`src/rtl/mem_request_initiator.sv`:
```
// rtl/mem_request_initiator.sv - fetch/LSU arbiter driving the helper-memory request/complete port.
// Optional wait-state abort: define MEM_REQ_TIMEOUT_EN (adds timeout_o and TIMEOUT_CYCLES).
module mem_request_initiator #(
  parameter int ADDRES_BIT = 32,
  parameter int DATA_BIT   = 32
`ifdef MEM_REQ_TIMEOUT_EN
  ,
  parameter int TIMEOUT_CYCLES = 64
`endif
) (
  input  logic                  clk_i,
  input  logic                  rst_i,
  input  logic                  fetch_req_i,
  input  logic [ADDRES_BIT-1:0] fetch_addr_i,
  output logic [DATA_BIT-1:0]   fetch_data_o,
  output logic                  fetch_done_o,
  input  logic                  lsu_req_i,
  input  logic                  lsu_we_i,
  input  logic [ADDRES_BIT-1:0] lsu_addr_i,
  input  logic [DATA_BIT-1:0]   lsu_wdata_i,
  output logic [DATA_BIT-1:0]   lsu_rdata_o,
  output logic                  lsu_done_o,
  output logic                  lsu_misaligned_o,
  output logic [ADDRES_BIT-1:0] mem_addr_o,
  output logic [DATA_BIT-1:0]   mem_wdata_o,
  output logic                  mem_we_o,
  output logic                  mem_get_instruction_o,
  output logic                  mem_get_data_o,
  input  logic [DATA_BIT-1:0]   mem_rdata_i,
  input  logic                  mem_instruction_completed_i,
  input  logic                  mem_data_completed_i
`ifdef MEM_REQ_TIMEOUT_EN
  ,
  output logic                  timeout_o
`endif
);

  typedef enum logic [2:0] {IDLE, INSTR_WAIT, DATA_WAIT, WRITE, RESP} state_t;

  state_t                state, state_nxt;
  logic [ADDRES_BIT-1:0] addr_q;
  logic [DATA_BIT-1:0]   wdata_q;
  logic [DATA_BIT-1:0]   fetch_data_q;
  logic [DATA_BIT-1:0]   lsu_rdata_q;
  logic                  client_lsu_q;
  logic                  misaligned_q;
  logic                  lsu_misaligned_req;
  logic                  timed_out;

  assign lsu_misaligned_req = lsu_req_i && (lsu_addr_i[1:0] != 2'b00);

`ifdef MEM_REQ_TIMEOUT_EN
  localparam int CNT_W = $clog2(TIMEOUT_CYCLES + 1);
  logic [CNT_W-1:0] wait_cnt;
  logic             timeout_q;

  assign timed_out = (wait_cnt == CNT_W'(TIMEOUT_CYCLES));

  // Cleared in IDLE so every wait state starts counting from zero.
  always_ff @(posedge clk_i) begin
    if (rst_i) begin
      wait_cnt  <= '0;
      timeout_q <= 1'b0;
    end else begin
      case (state)
        IDLE: begin
          wait_cnt  <= '0;
          timeout_q <= 1'b0;
        end
        INSTR_WAIT, DATA_WAIT: begin
          if (timed_out) begin
            timeout_q <= 1'b1;
          end else if (!((state == INSTR_WAIT) ? mem_instruction_completed_i
                                                : mem_data_completed_i)) begin
            wait_cnt <= wait_cnt + 1'b1;
          end
        end
        default: ;
      endcase
    end
  end
`else
  assign timed_out = 1'b0;
`endif

  always_ff @(posedge clk_i) begin
    if (rst_i) begin
      state <= IDLE;
    end else begin
      state <= state_nxt;
    end
  end

  always_comb begin
    state_nxt = state;
    case (state)
      IDLE: begin
        if (lsu_req_i) begin
          if (lsu_misaligned_req) state_nxt = RESP;
          else if (lsu_we_i)      state_nxt = WRITE;
          else                    state_nxt = DATA_WAIT;
        end else if (fetch_req_i) begin
          state_nxt = INSTR_WAIT;
        end
      end
      INSTR_WAIT: if (timed_out || mem_instruction_completed_i) state_nxt = RESP;
      DATA_WAIT:  if (timed_out || mem_data_completed_i)        state_nxt = RESP;
      WRITE:      state_nxt = RESP;
      RESP:       state_nxt = IDLE;
      default:    state_nxt = IDLE;
    endcase
  end

  always_comb begin
    mem_addr_o            = '0;
    mem_wdata_o           = '0;
    mem_we_o              = 1'b0;
    mem_get_instruction_o = 1'b0;
    mem_get_data_o        = 1'b0;
    fetch_done_o          = 1'b0;
    lsu_done_o            = 1'b0;
    lsu_misaligned_o      = 1'b0;
`ifdef MEM_REQ_TIMEOUT_EN
    timeout_o             = 1'b0;
`endif
    case (state)
      INSTR_WAIT: begin
        mem_addr_o            = addr_q;
        mem_get_instruction_o = !timed_out;
      end
      DATA_WAIT: begin
        mem_addr_o     = addr_q;
        mem_get_data_o = !timed_out;
      end
      WRITE: begin
        mem_addr_o  = addr_q;
        mem_wdata_o = wdata_q;
        mem_we_o    = 1'b1;
      end
      RESP: begin
        fetch_done_o     = !client_lsu_q;
        lsu_done_o       = client_lsu_q;
        lsu_misaligned_o = client_lsu_q && misaligned_q;
`ifdef MEM_REQ_TIMEOUT_EN
        timeout_o        = timeout_q;
`endif
      end
      default: ;
    endcase
  end

  // Request fields are latched only in IDLE, so clients may change inputs mid-transaction.
  always_ff @(posedge clk_i) begin
    if (rst_i) begin
      addr_q       <= '0;
      wdata_q      <= '0;
      client_lsu_q <= 1'b0;
      misaligned_q <= 1'b0;
      fetch_data_q <= '0;
      lsu_rdata_q  <= '0;
    end else begin
      case (state)
        IDLE: begin
          if (lsu_req_i) begin
            addr_q       <= lsu_addr_i;
            wdata_q      <= lsu_wdata_i;
            client_lsu_q <= 1'b1;
            misaligned_q <= lsu_misaligned_req;
            if (lsu_misaligned_req) lsu_rdata_q <= '0;
          end else if (fetch_req_i) begin
            addr_q       <= fetch_addr_i;
            wdata_q      <= '0;
            client_lsu_q <= 1'b0;
            misaligned_q <= 1'b0;
          end
        end
        INSTR_WAIT: begin
          if (timed_out)                        fetch_data_q <= '0;
          else if (mem_instruction_completed_i) fetch_data_q <= mem_rdata_i;
        end
        DATA_WAIT: begin
          if (timed_out)                 lsu_rdata_q <= '0;
          else if (mem_data_completed_i) lsu_rdata_q <= mem_rdata_i;
        end
        default: ;
      endcase
    end
  end

  assign fetch_data_o = fetch_data_q;
  assign lsu_rdata_o  = lsu_rdata_q;

endmodule
```
`config.mk`:
```
export PLATFORM = sky130hd
export DESIGN_NAME = mem_request_initiator
export DESIGN_NICKNAME = d
export VERILOG_FILES = /design/src/rtl/mem_request_initiator.sv
export SDC_FILE = /design/constraint.sdc
export NUM_CORES = 1
export LEC_CHECK = 0
export ABC_AREA = 1
export ABC_CLOCK_PERIOD_IN_PS = 1690
export BUFFER_PORTS_ARGS = -buffer_cell sky130_fd_sc_hd__buf_4
export CORE_MARGIN = 2
export CORE_UTILIZATION = 40
export CTS_CLUSTER_SIZE = 25
export DETAILED_ROUTE_END_ITERATION = 8
export HOLD_SLACK_MARGIN = 0.05
export MAX_ROUTING_LAYER = met4
export PLACE_DENSITY = 0.73
export REMOVE_ABC_BUFFERS = 1
export SKIP_CTS_REPAIR_TIMING = 1
export SYNTH_ARGS = -nofsm -noshare
export SYNTH_HDL_FRONTEND = slang
export SYNTH_SLANG_ARGS = --single-unit
```
`constraint.sdc`:
```
create_clock -name clk_i -period 1.69 [get_ports clk_i]
set_input_delay 0.507 -clock clk_i [delete_from_list [all_inputs] [get_ports clk_i]]
set_output_delay 0.507 -clock clk_i [all_outputs]
set_load 0.03 [all_outputs]
```
# Yosys cells after proc, flatten, opt, wreduce, memory -nomap -nowiden
# Index checks and enable logic that the tools add are counted.
[totals]
word_cells = 54
register_bits = 133
in_bits = 135
[op_classes]
eq_ne = 9
mux = 26
reduce_logical = 12
[op_table]
columns = ["operator", "count"]
rows = [
  ["2-to-1 mux 32 bit", 9],
  ["one-hot mux 32 bit (2 select lines)", 1],
  ["2-to-1 mux 3 bit", 5],
  ["one-hot mux 3 bit (4 select lines)", 1],
  ["2-to-1 mux 1 bit", 10],
  ["inequality test 2 bit, second input constant", 4],
  ["equality test 3 x 2 -> 1 bit, second input constant", 2],
  ["nonzero test 2 bit", 3],
  ["AND reduction 2 bit", 2],
  ["AND reduction 4 bit", 1],
  ["equality test 3 x 1 -> 1 bit, second input constant", 1],
  ["equality test 3 bit, second input constant", 1],
  ["zero test 3 bit", 1],
  ["inequality test 3 bit, second input constant", 1],
  ["AND reduction 3 bit", 1],
  ["OR reduction 3 bit", 1],
  ["logical AND 1 bit", 2],
  ["zero test 1 bit", 1],
]

# Logic depth before layout (Yosys ltp)
[logic_depth]
depth_word = 5
depth_mapped = 9
ltp_nobuf = 8

# Worst setup path after synthesis
# Ideal clock, no wire load.
[synth_path]
kind = "flip-flop to output port"
startpoint = "register state[1]"
endpoint = "output port mem_wdata_o[22]"
setup_slack_ns = -0.067
required_time_ns = 1.183
arrival_ns = 1.250
path_stages_with_launch = 6
n_path_buf = 1
path_cell_list = "dfxtp_1 -> inv_2 -> nor2_2 -> nand2_1 -> buf_2 -> nor2_1"
[synth_via]
elab_chain_len = 2
[synth_rtl]
columns = ["element", "line", "source"]
rows = [
  ["from (decl)", "40", "state_t state, state_nxt;"],
  ["from (signal assigned)", "90", "state <= state_nxt;"],
  ["equality test 3 x 2 -> 1 bit", "126", "case (state)"],
  ["2-to-1 mux 32 bit", "126", ""],
  ["to (decl)", "25", "output logic [DATA_BIT-1:0] mem_wdata_o,"],
]
# No other way between the ends.

# Final worst setup path
[layout_path]
startpoint = "register state[0]"
endpoint = "output port mem_addr_o[20]"
[layout_via]
elab_chain_len = 3
[layout_rtl]
columns = ["element", "line", "source"]
rows = [
  ["equality test 3 x 2 -> 1 bit or equality test 3 x 1 -> 1 bit (tied branches)", "126", ""],
  ["OR reduction 3 bit (no source line) *", "-", ""],
  ["2-to-1 mux 32 bit *", "126", ""],
  ["to (decl)", "24", "output logic [ADDRES_BIT-1:0] mem_addr_o,"],
]
# Every way passes the cells marked *; elsewhere a longest branch is shown, timed or not.

==> qor.txt <==
Status -> finished, violations left
Failing checks -> negative setup slack
Ys async rst share -> 0%
Slew @ Worst Pin -> 0.3411 ns
Initial antenna violation count -> 0
Top Metal Used -> met4
GRT overflow -> 0
Row count -> 43
Tcrit/Tclk final -> 116.8%
Pwr Total -> 9720 uW
Compound-Gate Fraction of Synth Area -> 15.05%
Number of clock sinks -> 133
Synth warn -> 0
Leak Pwr -> 0.003977 uW
Critical Path End Type -> output port
DR iter-0 viols -> 347
Gp weighted congestion -> 0.8159
Max-cap violations -> 0
Final wirelength -> 18240 um
Top_reg_cell synth -> dfxtp_1
Clock tree buffer depth -> 2
Antenna-violating nets left -> 0
Synth Area in Adders -> 0%
Syn Area/Cell -> 6.898 sq um
# diodes -> 0
Synth Area in XOR/XNOR -> 0%
Core area -> 13880 sq um
Most frequent cells in the layout -> 268 x nand2_1, 258 x buf_4, 130 x dfxtp_1
Port-buffer cells -> 268
Critical path class -> reg2out
Filler cells -> 1283
Root Driver -> clkbuf_16
Simple-gate share of the synthesized area -> 27.36%
Worst Hold Class -> in2reg
Yosys reg bits -> 133
Fin nets -> 1220
Fin crit period -> 1.974 ns
CP Launch Type -> flip-flop
Required time of the critical path -> 1.18 ns
DP Worst Slack -> 0.06199 ns
Crit Path Max Fanout -> 8
Die Ht -> 123.1 um
Post-synthesis mux area share -> 0%
Final setup violation count -> 70
Via density -> 4.872
P per Cell Area -> 1086 nW/um^2
Synthesized area -> 5670 sq um
Layout Skew -> 0.005502 ns
Largest net degree at the start of global routing -> 76
Vias post-DR -> 6226
Clk Latency, worst-skew pair -> 0.42 ns
Netlist cell types -> 26
Tot GR Track Use -> 23.24%
CP Data Arrival Time -> 1.47 ns
Initial Utilization -> 40.85%
Setup tns final -> -17.40 ns
Final hold violation count -> 0
CTS H-tree lvls -> 4
Met1 wire length -> 7568 um
CTS Buf Count -> 17
Vias in the first global route -> 5526
Area contributors post-synth -> dfxtp_1 47%, nand2_1 18%, a21oi_1 11%
First-pass GRT wire length -> 26720 um
Fmax -> 506.5 MHz
Setup WS post-layout -> -0.2841 ns
Register area share after synthesis -> 46.95%
Pre-antenna DRT Iters -> 5
CTS tree -> built
Maximum vdd drop -> 0.0007396 V
Drt drc -> 0
Worst rel slew slack -> 77.26%
Synth area leader -> dfxtp_1
Met3 routed WL -> 1679 um
Die Span X -> 123.1 um
Largest family of logic cells by synthesized area -> simple AND/OR/NAND/NOR gates
Met2 Wirelength -> 8439 um
Post-Syn Instances -> 822
Top cell type's share of synthesized area -> 46.95%
Commonest non-fill, non-tap cell in the layout -> nand2_1
Io pins -> 269
Syn-to-layout area delta -> 57.79%
RSZ-0062 raised after global routing -> yes
DP Wirelength -> 12280 um
Number of enable flip-flop cells after synthesis -> 0
Fin. max-slew vios -> 0
Clock slew at reported path FFs -> 0.06 ns
Post-DR wirelength/cell -> 14.27 um
Share of layout cells above drive strength 1 -> 35.79%
Die ar. -> 15150 sq um
[critical path: stages (launching register included)]
cell and delay, ns:
dfxtp_2 0.37, nor2_4 0.05, nor2_4 0.12, inv_4 0.08, clkbuf_16 0.19, nor2_4 0.11, buf_6 0.13
[state kept, by name, indices dropped and copies added (netlist names)]
signal,count
wdata_q,32
fetch_data_o,32
misaligned_q,1
lsu_rdata_o,32
addr_q,32
state,3
client_lsu_q,1
[where the power goes]
| part | switching, uW | leakage, uW | total, uW | internal, uW |
|---|---|---|---|---|
| Combinational | 1370 | 0.00259 | 2280 | 915 |
| Sequential | 122 | 0.00109 | 3540 | 3420 |
| Clock | 1390 | 0.000296 | 3900 | 2510 |
[cell usage after synthesis (2+ instances only)]
cell and number:
inv_1 71, nor2_4 2, a21oi_1 127, buf_2 19, nand2_1 271, nor2_1 75, buf_1 2, o21ai_1 4
dfxtp_1 133, nand3_1 35, clkbuf_1 23, a21oi_2 5, o21ai_0 29, buf_4 3, buf_6 7, inv_2 6
[final cells by class]
type	count	area (sq um)	area share, %
multi-input cells	555	2600	29.06
clock inverters	12	178.9	2.000
repair buffers	300	2529	28.26
flip-flops and latches	133	2671	29.86
clock buffers	20	446.7	4.992
well taps	180	225.2	2.517
inverters	78	296.5	3.314
[layer usage]
layer / GRT usage [%] / vias to the layer above
li1: - / 3091
met5: - / -
met1: 27.84 / 2814
met3: 6.734 / 44
met4: 10.01 / 0
met2: 36.50 / 277
[logic make-up after synthesis]
kind of cell           count (synthesis)
buffers and inverters                134
AOI/OAI and AO/OA                    166
DFF                                  133
and+or+nand+nor                      389
[path summary, 6_finish.rpt]
path,start,end,slack [ns],cells after the start
max reg2reg,state[0]$_SDFFE_PP0P_,lsu_rdata_o[8]$_SDFFE_PP0P_,0.10,10
min,lsu_wdata_i[10],wdata_q[10]$_SDFFE_PP0P_,0.34,3
max,state[0]$_SDFFE_PP0P_,mem_addr_o[20],-0.28,6
min reg2reg,addr_q[24]$_SDFFE_PP0P_,addr_q[24]$_SDFFE_PP0P_,0.45,2
[stage by stage]
stage          instance area [sq um]  hold WS (ns)  cells  utilization (%)
6_report                        8947        0.3413   1278            64.46
5_1_grt                         8947        0.3394   1278            64.46
4_1_cts                         8537        0.3290   1270            61.50
3_5_place_dp                    7911        0.4431   1238            56.99
3_3_place_gp                    7911        0.4377   1238            56.99
2_1_floorplan                   5361        0.4321    766                -
Note: power is estimated with default switching activity, not from simulation.
